### config.mk
export PLATFORM = sky130hd
export DESIGN_NAME = ws2812_tx
export DESIGN_NICKNAME = d
export VERILOG_FILES = /design/src/rtl/ws2812_pkg.sv /design/src/rtl/ws2812_tx_fifo.sv /design/src/rtl/ws2812_tx.sv
export SDC_FILE = /design/constraint.sdc
export NUM_CORES = 1
export LEC_CHECK = 0
export ABC_AREA = 1
export CAP_MARGIN = 20
export CORE_MARGIN = 2
export CORE_UTILIZATION = 50
export CTS_CLUSTER_SIZE = 20
export DETAILED_ROUTE_END_ITERATION = 7
export DONT_BUFFER_PORTS = 1
export PLACE_DENSITY_LB_ADDON = 0.08
export SLEW_MARGIN = 25
export SYNTH_ARGS = -nofsm -noshare
export SYNTH_HDL_FRONTEND = slang
export SYNTH_SLANG_ARGS = --single-unit
### constraint.sdc
create_clock -name clock -period 5.25 [get_ports clock]
set_input_delay 0.525 -clock clock [delete_from_list [all_inputs] [get_ports clock]]
set_output_delay 0.525 -clock clock [all_outputs]
set_load 0.005 [all_outputs]
### src/rtl/ws2812_pkg.sv
// ============================================================================
//  Module   : ws2812_pkg
//  Purpose  : Shared types and default timing constants for the WS2812 TX.
//  Revision : 1.0 - initial release
// ============================================================================
`default_nettype none

package ws2812_pkg;

  typedef enum logic [1:0] {
    ST_IDLE  = 2'd0,
    ST_HIGH  = 2'd1,
    ST_LOW   = 2'd2,
    ST_LATCH = 2'd3
  } state_e;

  typedef logic [23:0] pixel_t;

  localparam int DEF_T0H   = 5;
  localparam int DEF_T1H   = 10;
  localparam int DEF_TBIT  = 15;
  localparam int DEF_TRST  = 960;
  localparam int DEF_DEPTH = 4;
  localparam int PIX_BITS  = 24;

endpackage

`default_nettype wire

### src/rtl/ws2812_tx_fifo.sv
// ============================================================================
//  Module   : pixel_fifo
//  Purpose  : First-word-fall-through FIFO; DEPTH must be a power of two >= 2.
//  Revision : 1.0 - initial release
// ============================================================================
`default_nettype none

module pixel_fifo #(
  parameter int WIDTH = 24,
  parameter int DEPTH = 4
) (
  input  logic             clock,
  input  logic             reset,
  input  logic             push_i,
  input  logic [WIDTH-1:0] wdata_i,
  input  logic             pop_i,
  output logic [WIDTH-1:0] rdata_o,
  output logic             full_o,
  output logic             empty_o
);

  localparam int AW = (DEPTH > 1) ? $clog2(DEPTH) : 1;

  logic [WIDTH-1:0] mem_q [DEPTH];
  logic [AW-1:0]    wptr_q;
  logic [AW-1:0]    rptr_q;
  logic [AW:0]      count_q;
  logic             do_push;
  logic             do_pop;

  assign empty_o = (count_q == '0);
  assign full_o  = (count_q == (AW+1)'(DEPTH));
  assign do_pop  = pop_i && !empty_o;
  // A push into a full FIFO is legal when the head leaves in the same cycle.
  assign do_push = push_i && (!full_o || do_pop);
  assign rdata_o = mem_q[rptr_q];

  always_ff @(posedge clock) begin
    if (do_push) begin
      mem_q[wptr_q] <= wdata_i;
    end
  end

  always_ff @(posedge clock) begin
    if (reset) begin
      wptr_q  <= '0;
      rptr_q  <= '0;
      count_q <= '0;
    end else begin
      if (do_push) begin
        wptr_q <= wptr_q + AW'(1);
      end
      if (do_pop) begin
        rptr_q <= rptr_q + AW'(1);
      end
      case ({do_push, do_pop})
        2'b10:   count_q <= count_q + (AW+1)'(1);
        2'b01:   count_q <= count_q - (AW+1)'(1);
        default: count_q <= count_q;
      endcase
    end
  end

endmodule

`default_nettype wire

### src/rtl/ws2812_tx.sv
// ============================================================================
//  Module   : ws2812_tx
//  Purpose  : Buffered WS2812 serialiser. Define WS2812_RGB_ORDER_EN for
//             R,G,B wire order (WS2811); default order is G,R,B.
//  Revision : 1.0 - initial release
// ============================================================================
`default_nettype none

module ws2812_tx
  import ws2812_pkg::*;
#(
  parameter int T0H   = DEF_T0H,
  parameter int T1H   = DEF_T1H,
  parameter int TBIT  = DEF_TBIT,
  parameter int TRST  = DEF_TRST,
  parameter int DEPTH = DEF_DEPTH
) (
  input  logic       clock,
  input  logic       reset,
  input  logic [7:0] r,
  input  logic [7:0] g,
  input  logic [7:0] b,
  input  logic       valid_i,
  output logic       dout,
  output logic       busy,
  output logic       overflow
);

  localparam int CMAX = (TRST > TBIT) ? TRST : TBIT;
  localparam int CW   = $clog2(CMAX + 1);

  state_e       state_q, state_d;
  logic [CW-1:0] cnt_q, cnt_d;
  logic [4:0]    bit_q, bit_d;
  pixel_t        shift_q, shift_d;
  logic          dout_q;
  logic          ovf_q;

  logic          fifo_push;
  logic          fifo_pop;
  logic          fifo_full;
  logic          fifo_empty;
  pixel_t        fifo_rdata;
  logic [CW-1:0] hi_len;
  logic [CW-1:0] lo_len;

  function automatic pixel_t to_wire(input pixel_t rgb);
`ifdef WS2812_RGB_ORDER_EN
    return rgb;
`else
    return {rgb[15:8], rgb[23:16], rgb[7:0]};
`endif
  endfunction

  assign fifo_push = valid_i && (!fifo_full || fifo_pop);

  pixel_fifo #(
    .WIDTH (PIX_BITS),
    .DEPTH (DEPTH)
  ) u_fifo (
    .clock   (clock),
    .reset   (reset),
    .push_i  (fifo_push),
    .wdata_i ({r, g, b}),
    .pop_i   (fifo_pop),
    .rdata_o (fifo_rdata),
    .full_o  (fifo_full),
    .empty_o (fifo_empty)
  );

  // The MSB of the shift register is the bit currently on the wire.
  assign hi_len = shift_q[23] ? CW'(T1H) : CW'(T0H);
  assign lo_len = CW'(TBIT) - hi_len;

  always_comb begin
    state_d  = state_q;
    cnt_d    = cnt_q;
    bit_d    = bit_q;
    shift_d  = shift_q;
    fifo_pop = 1'b0;
    case (state_q)
      ST_IDLE: begin
        if (!fifo_empty) begin
          fifo_pop = 1'b1;
          shift_d  = to_wire(fifo_rdata);
          bit_d    = '0;
          cnt_d    = '0;
          state_d  = ST_HIGH;
        end
      end
      ST_HIGH: begin
        if (cnt_q == hi_len - CW'(1)) begin
          cnt_d   = '0;
          state_d = ST_LOW;
        end else begin
          cnt_d = cnt_q + CW'(1);
        end
      end
      ST_LOW: begin
        if (cnt_q == lo_len - CW'(1)) begin
          cnt_d = '0;
          if (bit_q == 5'd23) begin
            bit_d = '0;
            // Chain the next pixel seamlessly when one is already waiting.
            if (!fifo_empty) begin
              fifo_pop = 1'b1;
              shift_d  = to_wire(fifo_rdata);
              state_d  = ST_HIGH;
            end else begin
              state_d = ST_LATCH;
            end
          end else begin
            bit_d   = bit_q + 5'd1;
            shift_d = {shift_q[22:0], 1'b0};
            state_d = ST_HIGH;
          end
        end else begin
          cnt_d = cnt_q + CW'(1);
        end
      end
      ST_LATCH: begin
        if (cnt_q == CW'(TRST - 1)) begin
          cnt_d   = '0;
          state_d = ST_IDLE;
        end else begin
          cnt_d = cnt_q + CW'(1);
        end
      end
      default: begin
        state_d = ST_IDLE;
        cnt_d   = '0;
        bit_d   = '0;
      end
    endcase
  end

  always_ff @(posedge clock) begin
    if (reset) begin
      state_q <= ST_IDLE;
      cnt_q   <= '0;
      bit_q   <= '0;
      shift_q <= '0;
      dout_q  <= 1'b0;
      ovf_q   <= 1'b0;
    end else begin
      state_q <= state_d;
      cnt_q   <= cnt_d;
      bit_q   <= bit_d;
      shift_q <= shift_d;
      dout_q  <= (state_d == ST_HIGH);
      if (valid_i && fifo_full && !fifo_pop) begin
        ovf_q <= 1'b1;
      end
    end
  end

  assign dout     = dout_q;
  assign busy     = !fifo_empty || (state_q != ST_IDLE);
  assign overflow = ovf_q;

endmodule

`default_nettype wire

==> impl_results.md <==
- Status: completed
- First-pass GRT wire length: 22780 um
- Power density cells: 561.3 nW/um2
- Sink Count: 148
- Final cell count without fillers: 918
- Proportion of layout cells with a drive suffix above 1: 8.491%
- Post-DP Area: 6726 um2
- Post-Layout Inst Area: 7325 um2
- WS Path Type: reg2reg
- Hold Fails Final Rpt: 0
- Clock Root Buffer: clkbuf_16
- # fillers: 1135
- Layout Nets: 764
- Total grt overflow: 0
- Place WS: 1924 ps
- Number of placed I/O pins: 30
- Setup slack after layout: 1937 ps
- Mapped Nets: 775
- DRT iter0 DRCs: 359
- CTS clock-pin slew for the worst setup and hold paths: 60 ps
- GP Congestion: 0.7860
- Synthesis Warnings: 0
- VDD IR-drop max: 0.3919 mV
- Core Area: 13090 um2
- Mapped Cells: 740
- Initial antenna violation count: 0
- Setup crit end kind: register
- Peak Freq: 301.9 MHz
- CP max-delay cell: inv_1
- Largest net degree at the start of global routing: 51
- H-tree depth: 4
- Final Skew: 8.000 ps
- Worst Tran Pin Value: 926.6 ps
- Normalized max-slew margin: 38.16%
- DR WL/cell: 14.94 um
- Fin. max-slew vios: 0
- Die W: 119.3 um
- Total track usage: 20.60%
- Final setup viols: 0
- Tmin final: 3313 ps
- Worst-path cell chain: nor3_4 > buf_4 > inv_1 > nand2_1 > nand3_1 > nand2_1 > ha_1 > inv_1 > fa_1 > a21oi_1 > o21ai_0 > o21ai_0 > a21oi_1
- # rows: 42
- Critical Path RT: 5550 ps
- CTS tree: done
- Placed cells: 886
- Antenna Violating Nets Remaining: 0
- Initial Util: 50.78%
- Final Routed Wirelength: 13720 um
- Area growth from synthesis to layout: 10.22%
- Arrival time worst endpoint: 3620 ps
- CP top delay family: buffers and inverters
- HPWL after DPL: 8376 um
- Vias per cell: 5.291
- Finished Core Util: 55.98%
- Mean Syn Cell Area: 8.980 um2
- Die area: 14230 um2
- Vias in the first global route: 4651
- Cts bufs inserted: 17
- Synth cell types: 31
- CTS max path bufs: 2
- Max-cap viol count: 0
- Die Ht: 119.3 um
- Setup TNS: 0 ps
- Port Buffers: 0
- Crit start category: register
- Worst path max stage delay: 500 ps
- Number of gates resized after CTS: 0
- Drt drc: 0
- Clock Latency Late Sink: 420 ps
- Mapped Area: 6645 um2
- CP Max Fanout: 29
- RSZ-0062 raised after global routing: false
- Buffer and inverter count on the worst path: 3
- Setup bufs post-CTS: 0
- # hold bufs at CTS: 0
- Register area share after synthesis: 59.05%
- N_diodes: 0
- Leakage: 2.894 nW
- Number of register bits inferred by synthesis: 148
- Vias after detailed routing: 4857
- DRT Pass-1 Iters: 4
- Worst hold path type: in2reg
- Period utilization: 63.10%
==> area by class of cell <==
type	count	area, um2	share of cell area, %
Clock buffer	17	425.4	5.808
Clock inverter	15	172.7	2.357
Inverter	46	176.4	2.409
Multi-Input combinational cell	508	2346	32.03
Sequential cell	148	3924	53.57
Tap cell	176	220.2	3.006
Timing Repair Buffer	8	60.06	0.8200
==> path summary, 6_finish.rpt <==
path	depth (start not counted)	slack (ps)	from	end
worst min register to register	2	460	bit_q[4]	bit_q[4]
worst min-delay path	1	170	reset	cnt_q[4]
worst max-delay path	13	1940	u_fifo.count_q[0]	u_fifo.count_q[2]
worst max register to register	13	1940	u_fifo.count_q[0]	u_fifo.count_q[2]
==> metal layers <==
metal / vias up / track usage, % / wire length [um]
met4: 0 / 6.324 / 199
met2: 87 / 33.41 / 6605
li1: 2456 / - / -
met5: - / 0 / 0
met1: 2301 / 26.76 / 6326
met3: 13 / 6.082 / 585
==> metrics by stage <==
stage | total power, mW | hold WS (ps)
final | 4.111 | 170.5
after global routing | 4.421 | 149.0
after CTS | 4.147 | 154.7
after detailed placement | 2.916 | 457.9
after global placement | 2.876 | 443.4
after floorplan | 2.628 | 439.5
==> logic make-up after synthesis <==
logic type | after synthesis | synth area share (%)
buffers and inverters | 84 | 5.893
AOI/OAI and AO/OA | 79 | 6.044
adders and majority gates | 8 | 1.619
xor gates and xnor gates | 4 | 0.5272
DFF | 148 | 59.05
and+or+nand+nor | 417 | 26.87
==> sequential cells by signal (all words and copies together) (netlist names), named ones only <==
name / count
state_q: 2
shift_q: 24
u_fifo.wptr_q: 2
u_fifo.count_q: 3
u_fifo.rptr_q: 2
overflow: 1
dout: 1
bit_q: 5
cnt_q: 10
u_fifo.mem_q: 96
==> cell usage after synthesis, drive strengths merged <==
cell    count  area, um2
inv        45      171.4
xor2        4      35.03
a22oi       1      7.510
clkinv      1      5.000
nand4       7      43.79
nand3b      1      7.510
buf        28      177.7
nor3        6      35.03
nor2       61      234.0
nand2     224      868.3
dfxtp      52       1041
nand3     117      590.6
a21oi      22      110.1
a31o        1      8.760
clkbuf     10      37.54
nor4        1      6.260
o21ai      55      275.3
edfxtp     96       2883
ha          7      87.58
fa          1      20.02
==> report_power, final <==
group / internal, mW / leakage (nW) / switching (mW) / total, mW
combinational: 0.425 / 1.30 / 0.932 / 1.36
clock: 0.713 / 0.287 / 0.507 / 1.22
sequential: 1.42 / 1.31 / 0.110 / 1.54
total: 2.56 / 2.89 / 1.55 / 4.11
==> worst register-to-register path, stage by stage (launching register included) <==
cell	delay [ps]
dfxtp_1	370
nor3_4	190
buf_4	330
inv_1	510
nand2_1	260
nand3_1	180
nand2_1	250
ha_1	190
inv_1	60
fa_1	370
a21oi_1	140
o21ai_0	120
o21ai_0	160
a21oi_1	50
==> cell usage in the layout, fill, tap and decap left out, types with 5 or more instances in the layout <==
master	netlist	routed
nand2_1	215	215
nor2_2	2	6
nor2_1	59	55
inv_1	40	40
nor3_1	5	5
nand2_2	8	8
o21ai_0	51	51
dfxtp_1	52	52
nand3_1	116	116
buf_4	3	8
inv_6	0	5
clkbuf_16	0	17
edfxtp_1	96	96
ha_1	7	7
a21oi_1	22	22
nand4_1	7	7
Note: power is estimated with default switching activity, not from simulation.
